**src/rtl/dmem_pkg.sv**
```systemverilog
// -----------------------------------------------------------------------------
// dmem_pkg
// Shared types and constants for the data-memory access controller:
//   - size_e  : access size encoding carried on p_size0 / p_size1
//   - state_e : controller FSM states
//   - LANE_MASK_* : right-aligned lane masks used for extraction and merging
//   - access_misaligned() : alignment rule for a given size and low address bits
// -----------------------------------------------------------------------------
package dmem_pkg;

   typedef enum logic [1:0] {
      SZ_BYTE    = 2'b00,
      SZ_HALF    = 2'b01,
      SZ_WORD    = 2'b10,
      SZ_ILLEGAL = 2'b11
   } size_e;

   typedef enum logic [1:0] {
      ST_IDLE   = 2'b00,
      ST_ACCESS = 2'b01,
      ST_RESP   = 2'b10
   } state_e;

   localparam logic [31:0] LANE_MASK_BYTE = 32'h0000_00FF;
   localparam logic [31:0] LANE_MASK_HALF = 32'h0000_FFFF;
   localparam logic [31:0] LANE_MASK_WORD = 32'hFFFF_FFFF;

   // Halves must sit on even bytes, words on multiples of four.
   function automatic logic access_misaligned(input size_e size, input logic [1:0] lane);
      logic mis;
      mis = 1'b0;
      if (size == SZ_HALF && lane[0])        mis = 1'b1;
      if (size == SZ_WORD && lane != 2'b00)  mis = 1'b1;
      return mis;
   endfunction

endpackage

```
**src/rtl/dmem_lane_unit.sv**
```systemverilog
// -----------------------------------------------------------------------------
// dmem_lane_unit
// Purely combinational byte-lane datapath.
//   i_size       : access size (byte / half / word)
//   i_unsigned   : zero-extend loads when 1, sign-extend when 0
//   i_lane       : byte address bits [1:0]
//   i_wdata      : right-aligned store data
//   i_mem_word   : current memory word (read data)
//   o_load_data  : selected lane, extended to 32 bits
//   o_merged     : i_mem_word with the store lane replaced by i_wdata
// -----------------------------------------------------------------------------
module dmem_lane_unit
   import dmem_pkg::*;
(
   input  size_e       i_size,
   input  logic        i_unsigned,
   input  logic [1:0]  i_lane,
   input  logic [31:0] i_wdata,
   input  logic [31:0] i_mem_word,
   output logic [31:0] o_load_data,
   output logic [31:0] o_merged
);

   logic [4:0]  w_shift;
   logic [31:0] w_shifted;
   logic [31:0] w_mask;

   assign w_shift   = {i_lane, 3'b000};
   assign w_shifted = i_mem_word >> w_shift;

   // NOTE: every output of this block gets a default first, so no path leaves
   // a signal unassigned and no latch is inferred.
   always_comb begin
      o_load_data = w_shifted;
      w_mask      = LANE_MASK_WORD;
      case (i_size)
         SZ_BYTE: begin
            w_mask      = LANE_MASK_BYTE;
            o_load_data = {{24{~i_unsigned & w_shifted[7]}}, w_shifted[7:0]};
         end
         SZ_HALF: begin
            w_mask      = LANE_MASK_HALF;
            o_load_data = {{16{~i_unsigned & w_shifted[15]}}, w_shifted[15:0]};
         end
         default: ;
      endcase
   end

   // Clear the target lane, then drop the masked store data into it.
   assign o_merged = (i_mem_word & ~(w_mask << w_shift)) | ((i_wdata & w_mask) << w_shift);

endmodule

```
**src/rtl/dmem_access_ctrl.sv**
```systemverilog
// -----------------------------------------------------------------------------
// dmem_access_ctrl
// Two-port access controller in front of a single-port word-addressed memory.
// Port 0 is the core, port 1 the loader; round-robin arbitration, one access
// every three cycles (accept / access / respond).
//   clk, rst              : clock, asynchronous active-low reset
//   p_valid/p_ready[1:0]  : per-port request handshake (ready only in IDLE)
//   p_we, p_size0/1, p_unsigned, p_addr0/1, p_wdata0/1 : request fields
//   r_valid[1:0]          : one-cycle response pulse to the owning port
//   r_err, r_rdata        : response status and extended load data
//   mem_wr_en, mem_addr, mem_wr_data, mem_rd_data : memory pins
// -----------------------------------------------------------------------------
module dmem_access_ctrl
   import dmem_pkg::*;
#(
   parameter int ADDR_WIDTH = 10
)(
   input  logic                  clk,
   input  logic                  rst,
   input  logic [1:0]            p_valid,
   output logic [1:0]            p_ready,
   input  logic [1:0]            p_we,
   input  logic [1:0]            p_size0,
   input  logic [1:0]            p_size1,
   input  logic [1:0]            p_unsigned,
   input  logic [31:0]           p_addr0,
   input  logic [31:0]           p_addr1,
   input  logic [31:0]           p_wdata0,
   input  logic [31:0]           p_wdata1,
   output logic [1:0]            r_valid,
   output logic                  r_err,
   output logic [31:0]           r_rdata,
   output logic                  mem_wr_en,
   output logic [ADDR_WIDTH-1:0] mem_addr,
   output logic [31:0]           mem_wr_data,
   input  logic [31:0]           mem_rd_data
);

   state_e      r_state;
   state_e      w_next_state;
   logic        r_last_grant;
   logic        r_gnt;
   logic        r_we;
   size_e       r_size;
   logic        r_uns;
   logic [31:0] r_addr;
   logic [31:0] r_wdata;

   logic        w_gnt_idx;
   logic        w_any_valid;
   logic        w_err;
   logic        w_access_ok;
   logic [31:0] w_load_data;
   logic [31:0] w_merged;

   // ---------------------------------------------------------------- arbiter
   // On a tie the port that did not win last time gets the grant.
   assign w_any_valid = |p_valid;
   assign w_gnt_idx   = (p_valid == 2'b11) ? ~r_last_grant : p_valid[1];

   // ------------------------------------------------------------ FSM (comb)
   always_comb begin
      w_next_state = r_state;
      p_ready      = 2'b00;
      case (r_state)
         ST_IDLE: begin
            if (w_any_valid) begin
               p_ready[w_gnt_idx] = 1'b1;
               w_next_state       = ST_ACCESS;
            end
         end
         ST_ACCESS: w_next_state = ST_RESP;
         ST_RESP:   w_next_state = ST_IDLE;
         default:   w_next_state = ST_IDLE;
      endcase
   end

   // ------------------------------------------------------------ error check
   // Any address bit above the word-address range makes the access illegal.
   assign w_err = access_misaligned(r_size, r_addr[1:0])
                | (r_size == SZ_ILLEGAL)
                | ((r_addr >> (ADDR_WIDTH + 2)) != 32'd0);

   assign w_access_ok = (r_state == ST_ACCESS) && !w_err;

   dmem_lane_unit u_lane (
      .i_size      (r_size),
      .i_unsigned  (r_uns),
      .i_lane      (r_addr[1:0]),
      .i_wdata     (r_wdata),
      .i_mem_word  (mem_rd_data),
      .o_load_data (w_load_data),
      .o_merged    (w_merged)
   );

   // Memory pins come only from state and latched fields. The address is
   // allowed to sit at the last latched value outside ACCESS.
   assign mem_addr    = r_addr[ADDR_WIDTH+1:2];
   assign mem_wr_en   = w_access_ok && r_we;
   assign mem_wr_data = !mem_wr_en          ? 32'd0   :
                        (r_size == SZ_WORD) ? r_wdata : w_merged;

   // ------------------------------------------------------------ registers
   // NOTE: all state is updated with non-blocking assignments so every
   // register samples the pre-edge values of the others.
   always_ff @(posedge clk or negedge rst) begin
      if (!rst) begin
         r_state      <= ST_IDLE;
         r_last_grant <= 1'b1;
         r_gnt        <= 1'b0;
         r_we         <= 1'b0;
         r_size       <= SZ_BYTE;
         r_uns        <= 1'b0;
         r_addr       <= 32'd0;
         r_wdata      <= 32'd0;
         r_valid      <= 2'b00;
         r_err        <= 1'b0;
         r_rdata      <= 32'd0;
      end else begin
         r_state <= w_next_state;
         r_valid <= 2'b00;
         case (r_state)
            ST_IDLE: begin
               if (w_any_valid) begin
                  r_gnt        <= w_gnt_idx;
                  r_last_grant <= w_gnt_idx;
                  r_we         <= p_we[w_gnt_idx];
                  r_size       <= size_e'(w_gnt_idx ? p_size1 : p_size0);
                  r_uns        <= p_unsigned[w_gnt_idx];
                  r_addr       <= w_gnt_idx ? p_addr1  : p_addr0;
                  r_wdata      <= w_gnt_idx ? p_wdata1 : p_wdata0;
               end
            end
            ST_ACCESS: begin
               // Response registers update here so they are valid throughout RESP.
               r_valid <= r_gnt ? 2'b10 : 2'b01;
               r_err   <= w_err;
               r_rdata <= (w_err || r_we) ? 32'd0 : w_load_data;
            end
            default: ;
         endcase
      end
   end

endmodule

```
**config.mk**
```make
export PLATFORM = sky130hd
export DESIGN_NAME = dmem_access_ctrl
export DESIGN_NICKNAME = d
export VERILOG_FILES = /design/src/rtl/dmem_pkg.sv /design/src/rtl/dmem_lane_unit.sv /design/src/rtl/dmem_access_ctrl.sv
export SDC_FILE = /design/constraint.sdc
export NUM_CORES = 1
export LEC_CHECK = 0
export CAP_MARGIN = 20
export CORE_AREA = 10 10 140 142
export CTS_BUF_LIST = sky130_fd_sc_hd__clkbuf_16
export DETAILED_ROUTE_END_ITERATION = 16
export DIE_AREA = 0 0 150 152
export PLACE_DENSITY_LB_ADDON = 0.25
export SLEW_MARGIN = 5
export SYNTH_ARGS = -nofsm -noshare
export SYNTH_HDL_FRONTEND = slang
export SYNTH_HIERARCHICAL = 1
export SYNTH_SLANG_ARGS = --single-unit
```
**constraint.sdc**
```tcl
create_clock -name clk -period 4.95 [get_ports clk]
set_clock_uncertainty 0.2 [all_clocks]
set_input_delay 0.495 -clock clk [delete_from_list [all_inputs] [get_ports clk]]
set_output_delay 0.495 -clock clk [all_outputs]
set_load 0.005 [all_outputs]
```
# Word-level counts from Yosys, hierarchy flattened
# Cells that the tools add are included.
word_totals:
  ff_bits: 107
  out_inout_bits: 80
  wordCells: 68
classes:
  n_reduce_logical: 13
  mux: 23
  n_eq_ne: 6
  bitwise: 10
  n_lt_le_gt_ge: 2
  shifts: 3
ops:
  columns: ["cell", "n"]
  rows:
  - ["32-bit two-way mux", 5]
  - ["32-bit case mux with 2 select lines", 2]
  - ["32-bit AND", 2]
  - ["32-bit by 5-bit left shift with 32-bit output", 2]
  - ["32-bit inverter", 1]
  - ["32-bit OR", 1]
  - ["32-bit nonzero test", 1]
  - ["32-bit by 5-bit right shift with 32-bit output", 1]
  - ["2-bit two-way mux", 6]
  - ["1-bit two-way mux", 8]
  - ["2-bit equality test (second input constant)", 3]
  - ["1-bit logical AND", 5]
  - ["2-bit by 1-bit equality test with 1-bit output (second input constant)", 2]
  - ["2-bit zero test", 2]
  - ["2-bit case mux with 2 select lines", 1]
  - ["1-bit AND", 2]
  - ["1-bit by 2-bit < comparator with 1-bit output (second input constant)", 1]
  - ["2-bit inequality test (second input constant)", 1]
  - ["1-bit inverter", 2]
  - ["1-bit OR", 2]
  - ["2-bit AND reduction", 1]
  - ["2-bit nonzero test", 1]
  - ["2-bit OR reduction", 1]
  - ["1-bit demux with 1-bit select", 1]
  - ["3 further kinds", 3]

# Logic depth before layout (Yosys ltp)
logic_depth:
  word_depth: 10
  ltp_mapped: 9

# By module
# The synthesis kept the hierarchy.
by_module_without_submodules:
  columns: ["mod", "area_per_inst_um2", "cells_per_inst", "seq_area_each_um2", "n_inst"]
  rows:
  - ["dmem_access_ctrl", 5801.8, 533, 2678.8, 1]
  - ["dmem_lane_unit", 1659.1, 216, 0.0, 1]

# Worst setup path after synthesis
# Ideal clock, no wire load.
synth_path:
  path_kind: "register to output"
  from: "reg r_addr[0]"
  to: "out mem_wr_data[2]"
  t_arrival_ns: 1.547
  t_required_ns: 4.255
  setup_slack_ns: 2.708
  stages_incl_launch_ff: 8
  path_cell_list: "dfrtp_1 -> buf_6 -> buf_6 -> buf_6 -> nor2_4 -> mux2_2 -> mux2i_1 -> nor3_2"
synth_via:
  word_cells_on_any_way: 17
synth_lines:
  columns: ["item", "line", "source"]
  rows:
  - ["start: declaration", "dmem_access_ctrl.sv:46", "logic [31:0] r_addr;"]
  - ["start signal: assignment", "dmem_access_ctrl.sv:130", "r_addr <= w_gnt_idx ? p_addr1 : p_addr0;"]
  - ["32-bit by 5-bit left shift with 32-bit output", "dmem_lane_unit.sv:50", "assign o_merged = (i_mem_word & ~(w_mask << w_shift)) | ((i_wdata & w_mask) << w_shift);"]
  - ["32-bit inverter", "dmem_lane_unit.sv:50", null]
  - ["32-bit AND", "dmem_lane_unit.sv:50", null]
  - ["32-bit OR *", "dmem_lane_unit.sv:50", null]
  - ["named net w_merged[2]", "dmem_access_ctrl.sv:54", "logic [31:0] w_merged;"]
  - ["32-bit two-way mux *", "dmem_access_ctrl.sv:101", "(r_size == SZ_WORD) ? r_wdata : w_merged;"]
  - ["32-bit two-way mux *", "dmem_access_ctrl.sv:100", "assign mem_wr_data = !mem_wr_en ? 32'd0 :"]
  - ["end: declaration", "dmem_access_ctrl.sv:35", "output logic [31:0] mem_wr_data,"]
# Mark *: on every way through the listed nets, which the timed path passes. The rest lies on a longest branch.

# Final worst setup path
layout_path:
  from: "reg r_addr[0]"
  to: "out mem_wr_data[22]"
# Same word-level chain as after synthesis.

==> metrics.csv <==
stage,metric,value,unit
power_and_ir_drop,p_leak,3.71,nW
synth,synth_nets,921,
placed_design,io_buffers,251,
routing,vias_per_cell,5.99,
routing,antenna_left,0,
critical_path,crit_path_end_kind,primary output,
routing,routedWlPerCell,22.4,um
routing,drc,0,
min_path,hp-class,in2async,
timing,worst_slew_pin_slew,1.05,ns
critical_path,crit_arrival,3.42,ns
cells_and_area,drive_gt1_share,11.7,%
timing,post-route-period-util,83.1,%
timing,timing.final.crit_period,4.11,ns
die,die_w,150,um
synth,ys_top_cells_by_area,"dfrtp_1, a221o_1, o21a_1",
synth,yosysSeqAreaShare,35.9,%
global_routing,antenna_found_initial,2,
critical_path,critPathLaunch,r_addr[0],
synth,yosys.cell_types.count,55,
die,die_h,152,um
cells_and_area,nFillCells,1476,
cells_and_area,postLayoutCellArea,10200,sq um
cells_and_area,final_core_util,60.2,%
critical_path,worst-setup-path-type,reg2out,
clock_tree,cts_max_level,3,
routing,wl,26100,um
timing,rsz0062_at_grt,no,
synth,synth_top_family_by_area,compound AO/OA/AOI/OAI gates,
placed_design,routabilityCongestion,0.928,
timing,max_freq,0.243,GHz
global_routing,grt_usage,22.0,%
placed_design,place_hpwl,19500,um
critical_path,slowest_stage,dfrtp_2,
die,core_region_area,16900,sq um
timing,setup_viol_count_final,0,
routing,first_pass_iters,6,
synth,synth_top_area_share,35.6,%
critical_path,worst-path-buf-inv,2,
synth,yosysMostFrequentCell,dfrtp_1,
synth,synthXorXnorAreaFrac,0,%
power_and_ir_drop,peakVddDrop,0.000228,V
global_routing,grt_max_degree,71,
job,drv_cap,0,
placed_design,place_area,9880,sq um
synth,synth.area.mux_share,9.78,%
clock_tree,postCtsHoldBufs,0,
clock_tree,cts_resized,0,
critical_path,required,4.26,ns
timing,slew_violations,0,
synth,post-synth-top-area-cell,dfrtp_1,
global_routing,grt_pass1_vias,6961,
outcome,outcome,finished clean,
die,initial_core_util,44.1,%
synth,syn_area,7460,sq um
synth,synthFlopType,dfrtp_1,
synth,ys_warn_count,6,
synth,synth_edf_count,0,
synth,synthAdderAreaFrac,0,%
critical_path,r2r_start,r_addr[0],
synth,synthCells,749,
critical_path,cpLargestDelayFamily,buffers and inverters,
clock_tree,postCtsSetupBuffers,0,
critical_path,cp_max_fo,37,
synth,synth-simple-area-share,15.1,%
clock_tree,root_buffer,clkbuf_16,
timing,finalSetupTns,0,ns
clock_tree,tritoncts,built,
clock_tree,clk_latency,0.36,ns
critical_path,startpoint_type,flop,
synth,synth-compound-area-share,32.0,%
clock_tree,cts_buffer_depth,2,
timing,final_hold_viol_count,0,
cells_and_area,syn_to_final_growth,36.6,%
die,fp-row-count,48,
synth,ys_top_cells_by_count,"dfrtp_1, a221o_1, o21a_1",
die,ios,252,
clock_tree,clk_pin_slew,0.07,ns
timing,slew_headroom,30.1,%
clock_tree,cts.sink_count,107,
synth,avgSynthCellArea,9.96,sq um
cells_and_area,final_nets,1102,
critical_path,cp_cell_sequence,buf_4 -> nor2b_1 -> a21oi_2 -> a221o_1 -> mux2i_1 -> nor3_2 -> clkdlybuf4s50_1,
synth,ys_ff_latch,107,
critical_path,slowest_delay,0.83,ns
die,dieArea,22800,sq um
global_routing,overflow,0,
routing,dr.first_iter.drc_count,602,
power_and_ir_drop,p_per_area,538,nW/um^2
global_routing,grt_first_pass_wirelength,40200,um
clock_tree,numCtsBuffers,9,
synth,synthArstFlopShare,100,%
routing,vias,6957,
stage by stage:
step	setup WS [ns]	std cells	hold WS [ns]	power [mW]
finish	0.836	1162	0.0206	5.48
detailed placement	1.27	1144	0.247	4.72
CTS	0.869	1160	0.0734	5.47
floorplan	2.71	749	-0.000591	3.96
global route	0.674	1162	0.0946	5.83
global placement	1.29	1144	0.256	4.68
area by class of cell:
type | instances | area [sq um] | area share, %
flip-flops and latches | 107 | 2680 | 26.3
clock buffers | 9 | 225 | 2.21
repair buffers | 264 | 2610 | 25.6
diodes | 2 | 5.00 | 0.0491
well taps | 225 | 282 | 2.76
inverters | 5 | 21.3 | 0.209
clock inverters | 7 | 80.1 | 0.785
multi-input cells | 543 | 4290 | 42.1
flip-flops by register name, summed over array words and instances, names as in the netlist:
name	cells
r_last_grant	1
r_addr	32
r_err	1
r_valid	2
r_uns	1
r_rdata	32
r_wdata	32
r_gnt	1
r_size	2
r_state	2
r_we	1
cells by family after synthesis:
| kind of cell | Yosys count |
|---|---|
| simple gates | 176 |
| compound gates | 301 |
| flops | 107 |
| buf+inv | 99 |
| mux | 66 |
report_power, final:
part | switching, mW | internal [mW] | total [mW]
logic | 1.59 | 1.48 | 3.07
registers | 0.494 | 1.18 | 1.67
clock network | 0.345 | 0.396 | 0.741
total | 2.43 | 3.05 | 5.48
layout by cell type, fill, tap and decap left out, types with 3 or more instances in the layout:
| master | n |
|---|---|
| nor2b_1 | 43 |
| clkbuf_16 | 9 |
| nand3b_1 | 8 |
| clkdlybuf4s50_1 | 250 |
| o2111ai_1 | 32 |
| a21oi_1 | 16 |
| a221o_1 | 76 |
| o22ai_1 | 8 |
| a211oi_1 | 8 |
| mux2_2 | 15 |
| nand2_1 | 50 |
| a21o_1 | 3 |
| o21ai_0 | 38 |
| nor2_4 | 3 |
| o21a_1 | 68 |
| dfrtp_1 | 104 |
| or2_2 | 3 |
| o2bb2ai_1 | 8 |
| nor3_2 | 29 |
| nor4_1 | 4 |
| a32oi_1 | 8 |
| and2_1 | 9 |
| a31oi_1 | 8 |
| buf_4 | 14 |
| nor3_1 | 10 |
| nor2_1 | 4 |
| mux2i_1 | 41 |
| mux2_4 | 10 |
| o21ai_1 | 11 |
| a221oi_1 | 7 |
final timing paths:
path                              endpoint  slack [ns]  cells after the start
min in group clk                r_valid[0]        0.26                      1
max                        mem_wr_data[22]        0.84                      7
max in group asynchronous       r_valid[1]        3.42                      2
min reg2reg                     r_valid[0]        0.26                      1
min                             r_rdata[7]        0.02                      1
max reg2reg                     r_rdata[9]        1.88                      7
per-layer routing:
layer,global-route usage [%],share of wire [%]
met2,36.1,49
met1,27.7,41
met5,0,0
met3,4.54,7.4
met4,8.47,2.7
No activity file was read; power rests on OpenSTA's default activity.
